<file path="src/rtl/tlk2711_pkg.sv">
// Shared TLK2711 link definitions: control words, K-flag codes, word classes and
// the frame-state encoding used by both the receive framer and the transmitter.
package tlk2711_pkg;

  localparam logic [15:0] IDLE_WORD = 16'hBCC5;
  localparam logic [15:0] SOF_WORD  = 16'hFB00;
  localparam logic [15:0] EOF_WORD  = 16'hFD00;

  localparam logic [1:0] RK_DATA = 2'b00;
  localparam logic [1:0] RK_CTRL = 2'b10;
  localparam logic [1:0] RK_CERR = 2'b11;

  typedef enum logic [2:0] {
    WC_DATA, WC_IDLE, WC_SOF, WC_EOF, WC_CERR, WC_BADK
  } word_class_e;

  typedef enum logic [2:0] {
    FS_IDLE, FS_HDR, FS_PAYLOAD, FS_CSUM, FS_EOF
  } frame_state_e;

  typedef enum logic {
    SS_UNSYNC, SS_SYNC
  } sync_state_e;

  function automatic word_class_e classify(input logic [1:0] rk, input logic [15:0] rxd);
    word_class_e wc;
    case (rk)
      RK_DATA: wc = WC_DATA;
      RK_CERR: wc = WC_CERR;
      RK_CTRL: begin
        if (rxd == IDLE_WORD)     wc = WC_IDLE;
        else if (rxd == SOF_WORD) wc = WC_SOF;
        else if (rxd == EOF_WORD) wc = WC_EOF;
        else                      wc = WC_BADK;
      end
      default: wc = WC_BADK;
    endcase
    return wc;
  endfunction

endpackage

</file>
<file path="src/rtl/tlk2711_rx_sync.sv">
// Link synchroniser: acquires on a run of IDLE words, drops on a run of code errors.
module tlk2711_rx_sync
  import tlk2711_pkg::*;
#(
  parameter int SYNC_IDLES = 8,
  parameter int LOS_ERRS   = 4
) (
  input  logic        clk,
  input  logic        arst_n,
  input  word_class_e wclass,
  output logic        sync
);

  // One run counter serves both states; it is cleared on every state change.
  localparam int RUN_MAX = (SYNC_IDLES > LOS_ERRS) ? SYNC_IDLES : LOS_ERRS;
  localparam int RW      = $clog2(RUN_MAX + 1);

  sync_state_e   state, state_n;
  logic [RW-1:0] run, run_n;

  // NOTE: sequential state uses non-blocking assignments so every register samples pre-edge values.
  always_ff @(posedge clk or negedge arst_n) begin
    if (!arst_n) begin
      state <= SS_UNSYNC;
      run   <= '0;
    end else begin
      state <= state_n;
      run   <= run_n;
    end
  end

  // NOTE: every output of this block gets a default first, so no path can infer a latch.
  always_comb begin
    state_n = state;
    run_n   = '0;
    case (state)
      SS_UNSYNC: begin
        if (wclass == WC_IDLE) begin
          if (run == RW'(SYNC_IDLES - 1)) state_n = SS_SYNC;
          else                            run_n   = run + RW'(1);
        end
      end
      SS_SYNC: begin
        if (wclass == WC_CERR) begin
          if (run == RW'(LOS_ERRS - 1)) state_n = SS_UNSYNC;
          else                          run_n   = run + RW'(1);
        end
      end
      default: state_n = SS_UNSYNC;
    endcase
  end

  assign sync = (state == SS_SYNC);

endmodule

</file>
<file path="src/rtl/tlk2711_rx_framer.sv">
// TLK2711 receive framer: SOF / length / payload / checksum / EOF parsing with
// one-cycle payload delivery, frame status pulses and saturating statistics.
module tlk2711_rx_framer
  import tlk2711_pkg::*;
#(
  parameter int MAX_LEN    = 1024,
  parameter int SYNC_IDLES = 8,
  parameter int LOS_ERRS   = 4
) (
  input  logic        clk,
  input  logic        arst_n,
  input  logic [15:0] i_rxd,
  input  logic        i_rkmsb,
  input  logic        i_rklsb,
  input  logic        i_cnt_clr,
  output logic        o_sync,
  output logic [15:0] o_data,
  output logic        o_valid,
  output logic        o_last,
  output logic        o_frame_ok,
  output logic        o_frame_err,
  output logic [15:0] o_frame_cnt,
  output logic [15:0] o_err_cnt
);

  localparam logic [16:0] MAX_LEN_C = 17'(MAX_LEN);

  word_class_e  wclass;
  frame_state_e state, state_n;
  logic [15:0]  len, cnt, acc;
  logic         csum_bad;
  logic         len_ok, beat, beat_last, hdr_take, csum_take, ok_n, err_n;

  assign wclass = classify({i_rkmsb, i_rklsb}, i_rxd);
  assign len_ok = (i_rxd != 16'd0) && ({1'b0, i_rxd} <= MAX_LEN_C);

  tlk2711_rx_sync #(
    .SYNC_IDLES(SYNC_IDLES),
    .LOS_ERRS  (LOS_ERRS)
  ) u_sync (
    .clk   (clk),
    .arst_n(arst_n),
    .wclass(wclass),
    .sync  (o_sync)
  );

  always_comb begin
    state_n   = state;
    ok_n      = 1'b0;
    err_n     = 1'b0;
    beat      = 1'b0;
    beat_last = 1'b0;
    hdr_take  = 1'b0;
    csum_take = 1'b0;
    if (!o_sync) begin
      if (state != FS_IDLE) begin
        err_n   = 1'b1;
        state_n = FS_IDLE;
      end
    end else if (wclass == WC_SOF) begin
      // A new SOF always starts a frame; any frame in flight is reported as aborted.
      err_n   = (state != FS_IDLE);
      state_n = FS_HDR;
    end else begin
      unique case (state)
        FS_IDLE: state_n = FS_IDLE;
        FS_HDR: begin
          if (wclass == WC_DATA) begin
            hdr_take = 1'b1;
            if (len_ok) state_n = FS_PAYLOAD;
            else begin
              err_n   = 1'b1;
              state_n = FS_IDLE;
            end
          end else begin
            err_n   = 1'b1;
            state_n = FS_IDLE;
          end
        end
        FS_PAYLOAD: begin
          if (wclass == WC_DATA) begin
            beat      = 1'b1;
            beat_last = (cnt == len);
            if (beat_last) state_n = FS_CSUM;
          end else begin
            err_n   = 1'b1;
            state_n = FS_IDLE;
          end
        end
        FS_CSUM: begin
          if (wclass == WC_DATA) begin
            csum_take = 1'b1;
            state_n   = FS_EOF;
          end else begin
            err_n   = 1'b1;
            state_n = FS_IDLE;
          end
        end
        FS_EOF: begin
          state_n = FS_IDLE;
          if (wclass == WC_EOF) begin
            ok_n  = !csum_bad;
            err_n = csum_bad;
          end else begin
            err_n = 1'b1;
          end
        end
        default: state_n = FS_IDLE;
      endcase
    end
  end

  always_ff @(posedge clk or negedge arst_n) begin
    if (!arst_n) begin
      state       <= FS_IDLE;
      len         <= '0;
      cnt         <= '0;
      acc         <= '0;
      csum_bad    <= 1'b0;
      o_data      <= '0;
      o_valid     <= 1'b0;
      o_last      <= 1'b0;
      o_frame_ok  <= 1'b0;
      o_frame_err <= 1'b0;
      o_frame_cnt <= '0;
      o_err_cnt   <= '0;
    end else begin
      state       <= state_n;
      o_valid     <= beat;
      o_last      <= beat_last;
      o_frame_ok  <= ok_n;
      o_frame_err <= err_n;
      if (hdr_take) begin
        len <= i_rxd;
        acc <= '0;
        cnt <= 16'd1;
      end
      if (beat) begin
        o_data <= i_rxd;
        acc    <= acc + i_rxd;
        cnt    <= cnt + 16'd1;
      end
      if (csum_take) csum_bad <= (i_rxd != acc);
      // Clear has priority over a same-cycle increment.
      if (i_cnt_clr)                                 o_frame_cnt <= '0;
      else if (o_frame_ok && o_frame_cnt != 16'hFFFF) o_frame_cnt <= o_frame_cnt + 16'd1;
      if (i_cnt_clr)                                 o_err_cnt <= '0;
      else if (o_frame_err && o_err_cnt != 16'hFFFF)  o_err_cnt <= o_err_cnt + 16'd1;
    end
  end

endmodule

</file>
<file path="config.mk">
export PLATFORM = sky130hd
export DESIGN_NAME = tlk2711_rx_framer
export DESIGN_NICKNAME = d
export VERILOG_FILES = /design/src/rtl/tlk2711_pkg.sv /design/src/rtl/tlk2711_rx_sync.sv /design/src/rtl/tlk2711_rx_framer.sv
export SDC_FILE = /design/constraint.sdc
export NUM_CORES = 1
export LEC_CHECK = 0
export CORE_MARGIN = 10
export CORE_UTILIZATION = 50
export DETAILED_ROUTE_END_ITERATION = 10
export GPL_ROUTABILITY_DRIVEN = 0
export MAX_ROUTING_LAYER = met4
export PLACE_DENSITY = 0.76
export SLEW_MARGIN = 20
export SYNTH_ARGS = -nofsm -noshare
export SYNTH_HDL_FRONTEND = slang
export SYNTH_SLANG_ARGS = --single-unit
</file>
<file path="constraint.sdc">
create_clock -name clk -period 2.39 [get_ports clk]
set_input_delay 0.3585 -clock clk [delete_from_list [all_inputs] [get_ports clk]]
set_output_delay 0.3585 -clock clk [all_outputs]
set_load 0.05 [all_outputs]
</file>
==> impl_summary.log <==
INFO  metric run_status = finished, final reports clean
INFO  metric end_kind = flip-flop
INFO  metric dominantRegCellSynth = dfrtp_1
INFO  metric max_freq = 428 MHz
INFO  metric routed_wire_length_per_instance = 16.9 um
INFO  metric holdCritPathClass = input port to asynchronous set/reset pin
INFO  metric worstSetupStartpointType = input port
INFO  metric drt_first_iter_violations = 552
INFO  metric syn_inst = 606
INFO  metric floorplan.initialDensity = 50.9%
INFO  metric synth_enable_flop_cells = 0
INFO  metric power.density = 468 mW/mm2
INFO  metric final_layout_size_suffix_gt1_share = 13.6%
INFO  metric synth_top_cells_by_count = dfrtp_1, nand2_1, nor2_1
INFO  metric synth_top_cell_area_share = 46.9%
INFO  metric syn2layout_area_growth = 27.3%
INFO  metric post_synthesis_adder_cell_area_fraction = 4.43%
INFO  metric worst_path_largest_cell_delay = 450 ps
INFO  metric cts-htree-levels = 3
INFO  metric total_of_buffers_placed_on_input_and_output_ports = 73
INFO  metric synth_top_family_by_area = simple AND/OR/NAND/NOR gates
INFO  metric total_leakage_power = 3.54 nW
INFO  metric worstReg2RegStart = acc[0]$_DFFE_PN0P_
INFO  metric placed_cell_area = 0.00708 mm2
INFO  metric cp_slowest_cell = clkdlybuf4s50_1
INFO  metric mean_cell_area_of_the_mapped_netlist = 9.60 um2
INFO  metric postRouteAntennaNets = 0
INFO  metric synth.net_count = 647
INFO  metric numCtsBuffers = 9
INFO  metric antennaDiodeCount = 0
INFO  metric worst_r2r_endpoint = acc[14]$_DFFE_PN0P_
INFO  metric irDropWorstVdd = 0.325 mV
INFO  metric clockBufferDepth = 2
INFO  metric synth.yosys.warnings = 0
INFO  metric yosys-mux-area-fraction = 4.39%
INFO  metric die_extent_in_y = 128 um
INFO  metric clock_latency_on_the_worst_skew_pair = 350 ps
INFO  metric dp_hpwl = 11,000 um
INFO  metric cell_by_cell_listing_of_the_critical_path = clkdlybuf4s50_1, ha_1, fa_1, a21oi_2, o211ai_1, a22oi_2, o21ai_1, and4_1, or3_1
INFO  metric ys_ff_latch = 109
INFO  metric pre_antenna_drt_iters = 5
INFO  metric cap_violations = 0
INFO  metric final.period_utilization = 97.7%
INFO  metric clkTransAtPathRegs = 70 ps
INFO  metric vias = 4,962
INFO  metric post_synth_xor_area_fraction = 8.58%
INFO  metric first_global_vias = 4,899
INFO  metric core_region_area = 0.0114 mm2
INFO  metric synth.lib_cells_used.distinct = 58
INFO  metric r2r_setup_slack = 160 ps
INFO  metric synth_top_area_cell = dfrtp_1
INFO  metric cts_tree = yes
INFO  metric type_of_the_worst_setup_path = input port to flip-flop
INFO  metric post_synthesis_sequential_area_ratio = 46.9%
INFO  metric slew_violations = 0
INFO  metric cts.root.buffer_cell = clkbuf_16
INFO  metric grt_overflow_total = 0
INFO  metric grt_util_all_layers = 18.5%
INFO  metric die_area = 0.0163 mm2
INFO  metric post-route-min-period = 2340 ps
INFO  metric post_cts_repair_setup_buffers = 0
INFO  metric antenna_found_initial = 0
INFO  metric grt_setup_unrepaired = true
INFO  metric grt_pass1_wl = 24,100 um
INFO  metric cp.required = 2620 ps
INFO  metric drcViolationCount = 0
INFO  metric worstPathMaxFanout = 2
INFO  metric synth-async-reset-ratio = 100%
INFO  metric ios = 74
INFO  metric die-width = 128 um
INFO  metric detail_route.vias_per_cell = 5.69
INFO  metric synth_top_cells_by_area = dfrtp_1, nand2_1, xor2_1
INFO  metric most_common_cell_in_the_netlist = dfrtp_1
INFO  metric worst_slew_pin_slew = 628 ps
INFO  metric finClkSkew = 8.90 ps
INFO  metric layout.cell_area.non_filler = 0.00740 mm2
INFO  metric ff2ff_path_depth = 8
INFO  metric finish.utilization = 64.8%
INFO  metric crit_arrival = 2570 ps
INFO  metric numClockSinks = 109
INFO  metric fin_nets = 765
INFO  metric rows = 39
INFO  metric synth-simple-area-share = 22.9%
INFO  metric synth-compound-area-share = 10.6%
INFO  metric setup-violations-final = 0
INFO  metric maximum_number_of_pins_on_one_net_before_global_route_repair = 49
INFO  metric syn_std_cell_area = 0.00582 mm2
INFO  metric hold_violations = 0
INFO  metric detail_route.wirelength = 14,800 um
INFO  metric relSlewSlack = 58.0%
## layer usage
metal  global-route usage (%)  wire [um]  up-vias  share of wire (%)
met5                        -          0        -                  0
met4                     9.21        439        0                3.0
met3                     3.60        861       34                5.8
met2                     28.4       6920      136                 47
met1                     23.0       6540     2415                 44
li1                         -          -     2377                  -
## how the worst max path moves through the flow
stage	slack (ps)	to	cells after the start	from
2_1_floorplan	160	acc[14]$_DFFE_PN0P_	8	i_rxd[0]
3_3_place_gp	-320	acc[14]$_DFFE_PN0P_	9	i_rxd[0]
3_5_place_dp	-390	acc[14]$_DFFE_PN0P_	9	i_rxd[0]
4_1_cts	30	acc[14]$_DFFE_PN0P_	9	i_rxd[0]
5_1_grt	-40	acc[14]$_DFFE_PN0P_	9	i_rxd[0]
6_report	50	acc[14]$_DFFE_PN0P_	9	i_rxd[0]
## power by group
part / leakage [nW] / internal [mW] / switching [mW] / total (mW)
Sequential: 1.52 / 1.84 / 0.000000148 / 1.84
Combinational: 1.88 / 0.0976 / 0.128 / 0.226
Clock: 0.130 / 0.738 / 0.660 / 1.40
Total: 3.54 / 2.68 / 0.788 / 3.47
## layout by cell type (no fill, tap or decap), types with 11 or more instances in the layout
cell type and n:
a21oi_1 22, buf_4 57, nand4_1 14, nor2_1 51
o21ai_0 15, xor2_1 35, dfrtp_1 109, xnor2_1 22
and3_1 13, clkdlybuf4s50_1 72, nand2_1 93, and2_1 11
o21ai_1 26, nand3_1 29, ha_1 19
## through the flow
step	setup TNS, ps	hold slack, ps	total power [mW]	worst slack (ps)	cells
after CTS	0	485	3.50	27.1	872
after global placement	-3740	320	2.10	-322	855
after detailed placement	-5160	333	2.10	-394	855
final	0	478	3.47	54.9	872
after floorplan	0	62.9	1.94	163	606
after global routing	-71.7	514	3.59	-43.0	872
## timing repair
action / 4_1_cts / 5_1_grt
hold endpoints to repair: 30 / 0
hold buffers: 1 / 0
gates resized for setup: 2 / 7
pin swaps: 0 / 3
endpoints found under the setup margin: 1 / 6
## state kept, by name (all words and copies together), names as in the netlist
name,flops
u_sync.sync,1
o_err_cnt,16
o_last,1
o_data,16
o_frame_err,1
cnt,16
u_sync.run,4
acc,16
state,3
o_frame_ok,1
csum_bad,1
o_valid,1
o_frame_cnt,16
len,16
## layout make-up
cell class | instances | area, um2
fillers | 950 | 4020
multi-input cells | 465 | 3000
flip-flops and latches | 109 | 2730
repair buffers | 132 | 1200
clock buffers | 13 | 250
well taps | 143 | 179
inverters | 7 | 26.3
clock inverters | 3 | 21.3
## critical path: cells and delay by family
| family | cells | cell delay [ps] |
|---|---|---|
| adder cells (fa/ha/maj) | 2 | 660 |
| AO/OA/AOI/OAI | 4 | 610 |
| AND/OR/NAND/NOR | 2 | 490 |
| buffers and inverters | 1 | 450 |
## cell families (layout without fill, tap and decap cells)
family | count (synthesis) | in the layout
AOI/OAI and AO/OA | 101 | 101
xor gates and xnor gates | 57 | 57
adders and majority gates | 20 | 20
buffers and inverters | 32 | 155
DFF | 109 | 109
muxes | 23 | 23
and+or+nand+nor | 264 | 264
Note: power is estimated with default switching activity, not from simulation.
